`config.mk`:
```
export PLATFORM = sky130hd
export DESIGN_NAME = demux1by8_deser
export DESIGN_NICKNAME = d
export VERILOG_FILES = /design/src/rtl/demux1by8_deser.sv
export SDC_FILE = /design/constraint.sdc
export NUM_CORES = 1
export LEC_CHECK = 0
export CORE_UTILIZATION = 42
export DETAILED_ROUTE_END_ITERATION = 12
export DONT_BUFFER_PORTS = 1
export SYNTH_ARGS = -nofsm -noshare
export SYNTH_HDL_FRONTEND = slang
export SYNTH_SLANG_ARGS = --single-unit
```
`constraint.sdc`:
```
create_clock -name clk -period 1.8 [get_ports clk]
set_input_delay 0.27 -clock clk [delete_from_list [all_inputs] [get_ports clk]]
set_output_delay 0.27 -clock clk [all_outputs]
set_load 0.01 [all_outputs]
```
`src/rtl/demux1by8_deser.sv`:
```
// -----------------------------------------------------------------------------
// demux1by8_deser
//   1:8 serial-to-parallel deserializer. It is the receive-side counterpart of
//   an 8:1 mux that sends one bit per slot. A sync strobe aligns the frame, and
//   eight accepted samples then make up one byte.
//
// Parameters
//   LSB_FIRST   1: slot k lands in dout bit k; 0: slot k lands in bit 7-k
//
// Ports
//   clk         single clock; all state updates on the rising edge
//   rst_n       asynchronous active-low reset
//   en          sample strobe; din is consumed on an edge where en=1
//   sync        frame restart; the current sample is forced to slot 0
//   din         serial data in
//   dout[7:0]   last complete frame, registered, held between frames
//   slot[2:0]   slot that the next accepted sample will fill
//   frame_valid one-cycle pulse on the cycle that dout updates
//   locked      high once a sync has been seen since reset
// -----------------------------------------------------------------------------
module demux1by8_deser #(
    parameter int LSB_FIRST = 1
) (
    input  logic       clk,
    input  logic       rst_n,
    input  logic       en,
    input  logic       sync,
    input  logic       din,
    output logic [7:0] dout,
    output logic [2:0] slot,
    output logic       frame_valid,
    output logic       locked
);

    typedef enum logic {
        HUNT   = 1'b0,
        LOCKED = 1'b1
    } state_e;

    state_e     state_q, state_d;
    logic [7:0] shadow_q, shadow_d;
    logic [2:0] slot_q, slot_d;
    logic [7:0] dout_q, dout_d;
    logic       fv_q, fv_d;
    logic [7:0] merged;

    // Maps a slot index onto its bit position in the frame.
    function automatic logic [2:0] map_f(input logic [2:0] s);
        return (LSB_FIRST != 0) ? s : (3'd7 - s);
    endfunction

    always_comb begin
        state_d  = state_q;
        shadow_d = shadow_q;
        slot_d   = slot_q;
        dout_d   = dout_q;
        fv_d     = 1'b0;

        // The shadow with this edge's sample already written in, so that a
        // completing frame includes its eighth bit.
        merged                = shadow_q;
        merged[map_f(slot_q)] = din;

        if (sync) begin
            // sync has priority over completing a frame: a partial frame is
            // discarded, even one sitting at slot 7.
            state_d  = LOCKED;
            shadow_d = 8'h00;
            slot_d   = 3'd0;
            if (en) begin
                shadow_d[map_f(3'd0)] = din;
                slot_d                = 3'd1;
            end
        end else if (state_q == LOCKED && en) begin
            if (slot_q == 3'd7) begin
                dout_d   = merged;
                fv_d     = 1'b1;
                shadow_d = 8'h00;
                slot_d   = 3'd0;
            end else begin
                shadow_d = merged;
                slot_d   = slot_q + 3'd1;
            end
        end
    end

    always_ff @(posedge clk or negedge rst_n) begin
        if (!rst_n) begin
            state_q  <= HUNT;
            shadow_q <= 8'h00;
            slot_q   <= 3'd0;
            dout_q   <= 8'h00;
            fv_q     <= 1'b0;
        end else begin
            state_q  <= state_d;
            shadow_q <= shadow_d;
            slot_q   <= slot_d;
            dout_q   <= dout_d;
            fv_q     <= fv_d;
        end
    end

    assign dout        = dout_q;
    assign slot        = slot_q;
    assign frame_valid = fv_q;
    assign locked      = (state_q == LOCKED);

endmodule
```
---- Word level (Yosys, flattened, before mapping) ----
Cells that the tools add are included.
cells by class
  $mul .................................... 0
  bitwise gates (word level) .............. 1
  div/mod/pow operators ................... 0
  equality and inequality tests ........... 1
  reduce and logical (&&, ||, !) cells .... 4
  shift-type cells ........................ 0
  add/subtract/negate cells ............... 1
  multiplexer cells ....................... 14
  $lt $le $gt $ge ......................... 2
operators by type and width
  cell                 number
  $mux 8               3
  $mux 3               3
  $bwmux 8             1
  $mux 1               6
  $lt 3x4->1 const B   1
  $add 3x1->3 const B  1
  $demux 1 s3          1
  $eq 3x3->1 const B   1
  $ge 3x1->1 const B   1
  $reduce_and 3->1     1
  $logic_and 1x1->1    2
  $reduce_bool 2->1    1
  $not 1->1            1
word-level totals
  word-level logic and storage cells ...... 28
  memory bits (writable) .................. 0
  bits in latches ......................... 0
  memories ................................ 0
  flip-flop bits (word level) ............. 21
  output and inout bits ................... 13
  input bits .............................. 5
  bits in read-only memories .............. 0

---- Longest topological paths before layout ----
  depth in word-level cells ............... 8
  depth in mapped cells ................... 7
  gate-level depth less buffers ........... 5

---- Least setup slack after synthesis ----
OpenSTA, ideal clock, no wires.
  path kind ............................... reg-to-reg
  start ................................... register slot_q[1] (netlist: slot[1])
  end ..................................... register dout_q[1] (netlist: dout[1])
  setup time .............................. 0.077 ns
  period minus slack after synthesis ...... 1.576 ns
  data arrival time ....................... 1.499 ns
  setup slack ............................. 0.224 ns
  cell stages (with the launch flop) ...... 8
  path buffers ............................ 2
  required time ........................... 1.723 ns
  cell sequence ........................... dfrtp_1 > ha_1 > ha_1 > and4b_1 > clkbuf_1 > buf_2 > nor2_1 > a21oi_1
on the way
  word-level cells in the longest chain between the ends .. 5
  elaborated cells on any way between the ends .. 8
  classes of those cells .................. order compare (2); eq/ne (1); mux (3); reduce/logical (2)
RTL lines
  what                                                                   RTL line  RTL
  from (decl)                                                            42        logic [2:0] slot_q, slot_d;
  from (signal assigned)                                                 97        slot_q <= slot_d;
  $lt 3x4->1 (not written as such) / $ge 3x1->1 (equally long branches)  62        merged[map_f(slot_q)] = din;
  $logic_and 1x1->1 (not written as such)                                62
  $mux 1 (not written as such)                                           62
  $demux 1 s3                                                            62
  $bwmux 8                                                               62
  to (signal assigned)                                                   98        dout_q <= dout_d;
  to (decl)                                                              43        logic [7:0] dout_q, dout_d;
Parallel ways exist; a longest one is shown, timed or not.
A chain may end at the register's enable or synchronous reset.

---- Worst setup path after layout ----
  start ................................... register slot_q[0] (netlist: slot[0])
  end ..................................... register shadow_q[0]
on the way
  word-level cells in the longest chain between the ends .. 8
  elaborated cells on any way between the ends .. 10
  classes of those cells .................. order compare (2); eq/ne (1); mux (6); reduce/logical (1)
RTL lines
  what                                                                   RTL line  RTL
  $lt 3x4->1 (not written as such) / $ge 3x1->1 (equally long branches)  62
  $logic_and 1x1->1 (not written as such)                                62
  $mux 1 (not written as such)                                           62
  $demux 1 s3                                                            62
  $bwmux 8                                                               62
  $mux 8 *                                                               75        if (slot_q == 3'd7) begin
  $mux 8 *                                                               74        end else if (state_q == LOCKED && en) begin
  $mux 8 *                                                               64        if (sync) begin
  to (signal assigned)                                                   96        shadow_q <= shadow_d;
  to (decl)                                                              41        logic [7:0] shadow_q, shadow_d;
Every way passes the cells marked *; elsewhere a longest branch is shown, timed or not. The select of a mux whose other input is x is not followed.

==> flow_summary.yaml <==
power_and_ir_drop:
  power.share.switching_pct: 27.6
  vdd.ir_drop.worst_v: 0.000368
  power.switching_w: 0.000240
  p_comb_share_pct: 14.3
  power.density_nw_per_um2: 745
  internal-power_w: 0.000631
  p_leak_nw: 0.537
  p_clk_share_pct: 26.9
  seq_power_share_pct: 58.8
final_layout:
  antenna_cells: 0
  layout.nets: 123
  drive_gt1_share_pct: 11.4
  fillerInstances: 239
  stdcell_area_um2: 1170
  area_delta_synth_final_pct: 6.49
global_route:
  grt_usage_pct: 17.8
  grt_pass1_wl_mm: 3.52
  grt_antenna_before_repair: 0
  grt_overflow: 0
  grt_max_degree: 22
  grt_pass1_vias: 792
synth:
  yosys_warnings: 0
  synthArstFlopShare_pct: 100
  mappedNetlistArea_um2: 1100
  synth_area_per_cell_um2: 9.90
  synth_seq_cells: 21
  synth-edff-count: 0
  ys_types: 24
  synthFlopType: "dfrtp_1"
  netlist_instances: 111
  syn_nets: 119
  ys_seq_area_share_pct: 47.8
timing:
  finalHoldViolCount: 0
  fin_setup_tns_ns: 0
  period_share_pct: 89.0
  fmax_mhz: 624
  skew_ns: 0.00323
  fin_crit_ns: 1.60
  setup_viol: 0
  slew-limit-headroom_pct: 35.9
  rsz0062_at_grt: "no"
  slew_violations: 0
  worstMarginPinSlew_ns: 0.959
status:
  status: "finished clean"
setup_path:
  timing.rr.start: "slot[0]"
  crit_family: "simple AND/OR/NAND/NOR gates"
  critPathMaxFanout: 12
  cp.required_ns: 2.06
  slowest_delay_ns: 0.47
  crit_path_start_kind: "register"
  endpoint_kind: "register"
  path_cells: "buf_4 -> or3_4 -> or4b_1 -> nand3_1"
  criticalPathCategory: "register to register"
  crit_start: "slot[0]"
  worst-path-buf-inv: 1
  ff2ff_path_depth: 4
  critPathArrivalTime_ns: 1.86
  rrSetupSlack_ns: 0.20
  r2r_end: "shadow_q[0]"
  slowest_stage: "or4b_1"
hold_path:
  worstHoldPathCells: 1
  min_to: "frame_valid"
  hold_path.class: "primary input to register"
  hold_start: "sync"
route:
  wl_per_cell_um: 15.0
  drt-initial-drc-count: 17
  via_count: 811
  drcViolationCount: 0
  drt_wl_total_mm: 2.16
  postRouteAntennaNets: 0
  vias_per_cell: 5.63
  dr.pass1.iters: 4
cts:
  insertion_delay_ns: 0.31
  cts_tree: "built"
  post_cts_buffers: 0
  clk_pin_slew_ns: 0.12
  cts_buffer_depth: 2
  h-tree-depth: 1
  root_buffer: "clkbuf_4"
  numCtsBuffers: 3
  clock_sinks: 21
placed_design:
  place_congestion: 0.780
  dp_hpwl_mm: 1.51
  io_buffers: 0
  place_area_um2: 1120
floorplanning:
  die_h_um: 53.1
  core_um2: 2480
  fp-row-count: 18
  dieArea_um2: 2820
  num_io_pins: 18
  die_w_um: 53.1
  start_util_pct: 44.3
job:
  cap_violations: 0
==> registers in the layout (all words and copies together) (netlist names) <==
register and cells:
dout 8, shadow_q 8, slot 3, frame_valid 1, locked 1
==> cells by family after synthesis <==
logic type	count (synthesis)	synth area share (%)
mux	8	7.29
fa+ha+maj	3	3.42
buf+inv	15	8.54
flops	21	47.8
simple gates	36	18.1
compound gates	28	14.8
==> repair_timing <==
| action | 4_1_cts | 5_1_grt |
|---|---|---|
| hold endpoints to repair | 23 | 0 |
| hold buffers | 2 | 0 |
| resized for setup | 0 | 0 |
==> synthesized netlist by cell type, types with 2 or more instances <==
master / instances / share of area, %
a21oi_1: 15 / 6.8
buf_2: 3 / 1.4
buf_6: 4 / 4.1
dfrtp_1: 21 / 48
ha_1: 3 / 3.4
inv_1: 6 / 2.0
mux2i_1: 8 / 7.3
nand2_1: 6 / 2.0
nand3_1: 5 / 2.3
nand3b_1: 3 / 2.0
nor2_1: 11 / 3.8
nor3b_1: 5 / 3.4
o21ai_0: 4 / 1.8
o22ai_1: 4 / 2.3
o2bb2ai_1: 3 / 2.4
or2_2: 2 / 1.1
==> power groups by stage <==
| stage | Clock, W | Sequential, W | Combinational [W] |
|---|---|---|---|
| finish | 0.000235 | 0.000513 | 0.000124 |
| global route | 0.000262 | 0.000516 | 0.000138 |
| floorplan | 0 | 0.000521 | 0.0000963 |
| CTS | 0.000249 | 0.000513 | 0.000126 |
| global placement | 0 | 0.000521 | 0.000109 |
| detailed placement | 0 | 0.000522 | 0.000112 |
==> worst reg2reg max path, delay by kind of cell, from the launching register on <==
| kind | cells | cell delay, ns |
|---|---|---|
| AND/OR/NAND/NOR | 3 | 0.96 |
| buffers and inverters | 1 | 0.18 |
| flip-flops | 1 | 0.41 |
==> area by class of cell <==
cell class                 count  area (µm²)  area share, %
sequential                    21         526           44.9
multi-input combinational     75         479           41.0
timing repair buffer           8        77.6           6.63
tap                           30        37.5           3.21
clock buffer                   3        22.5           1.93
inverter                       6        22.5           1.93
clock inverter                 1        5.00          0.428
==> cells in the final DEF, fill, tap and decap left out, types with 4 or more instances in the layout <==
| cell type | netlist | final |
|---|---|---|
| a21oi_1 | 15 | 15 |
| nand2_1 | 6 | 6 |
| inv_1 | 6 | 6 |
| o22ai_1 | 4 | 4 |
| nor2_1 | 11 | 11 |
| o21ai_0 | 4 | 4 |
| dfrtp_1 | 21 | 21 |
| nor3b_1 | 5 | 5 |
| buf_4 | 1 | 5 |
| nand3_1 | 5 | 5 |
| mux2i_1 | 8 | 8 |
==> routing by layer <==
metal / global-route usage, % / vias to the layer above / share of wire [%]
met5: 0 / - / 0
met4: 10.1 / 0 / 2.1
met3: 3.45 / 5 / 3.8
met2: 26.6 / 15 / 48
met1: 23.7 / 393 / 46
li1: - / 398 / -
==> per-stage QoR <==
| stage | hold WS (ns) | util [%] | setup WS (ns) | std cells | power, W |
|---|---|---|---|---|---|
| floorplan | -0.0256 | - | 0.224 | 111 | 0.000617 |
| global placement | -0.0250 | 45.3 | 0.259 | 138 | 0.000630 |
| detailed placement | -0.0250 | 45.3 | 0.241 | 138 | 0.000634 |
| CTS | 0.00888 | 47.2 | 0.212 | 144 | 0.000888 |
| global route | 0.00444 | 47.2 | 0.0581 | 144 | 0.000916 |
| finish | 0.0220 | 47.2 | 0.199 | 144 | 0.000872 |
==> worst max path at each step <==
stage / end / slack, ns / cells after the start
2_1_floorplan: dout[1] / 0.22 / 7
3_3_place_gp: shadow_q[0] / 0.26 / 4
3_5_place_dp: shadow_q[0] / 0.24 / 4
4_1_cts: shadow_q[0] / 0.21 / 4
5_1_grt: shadow_q[3] / 0.06 / 4
6_report: shadow_q[0] / 0.20 / 4
Note: power is estimated with default switching activity, not from simulation.
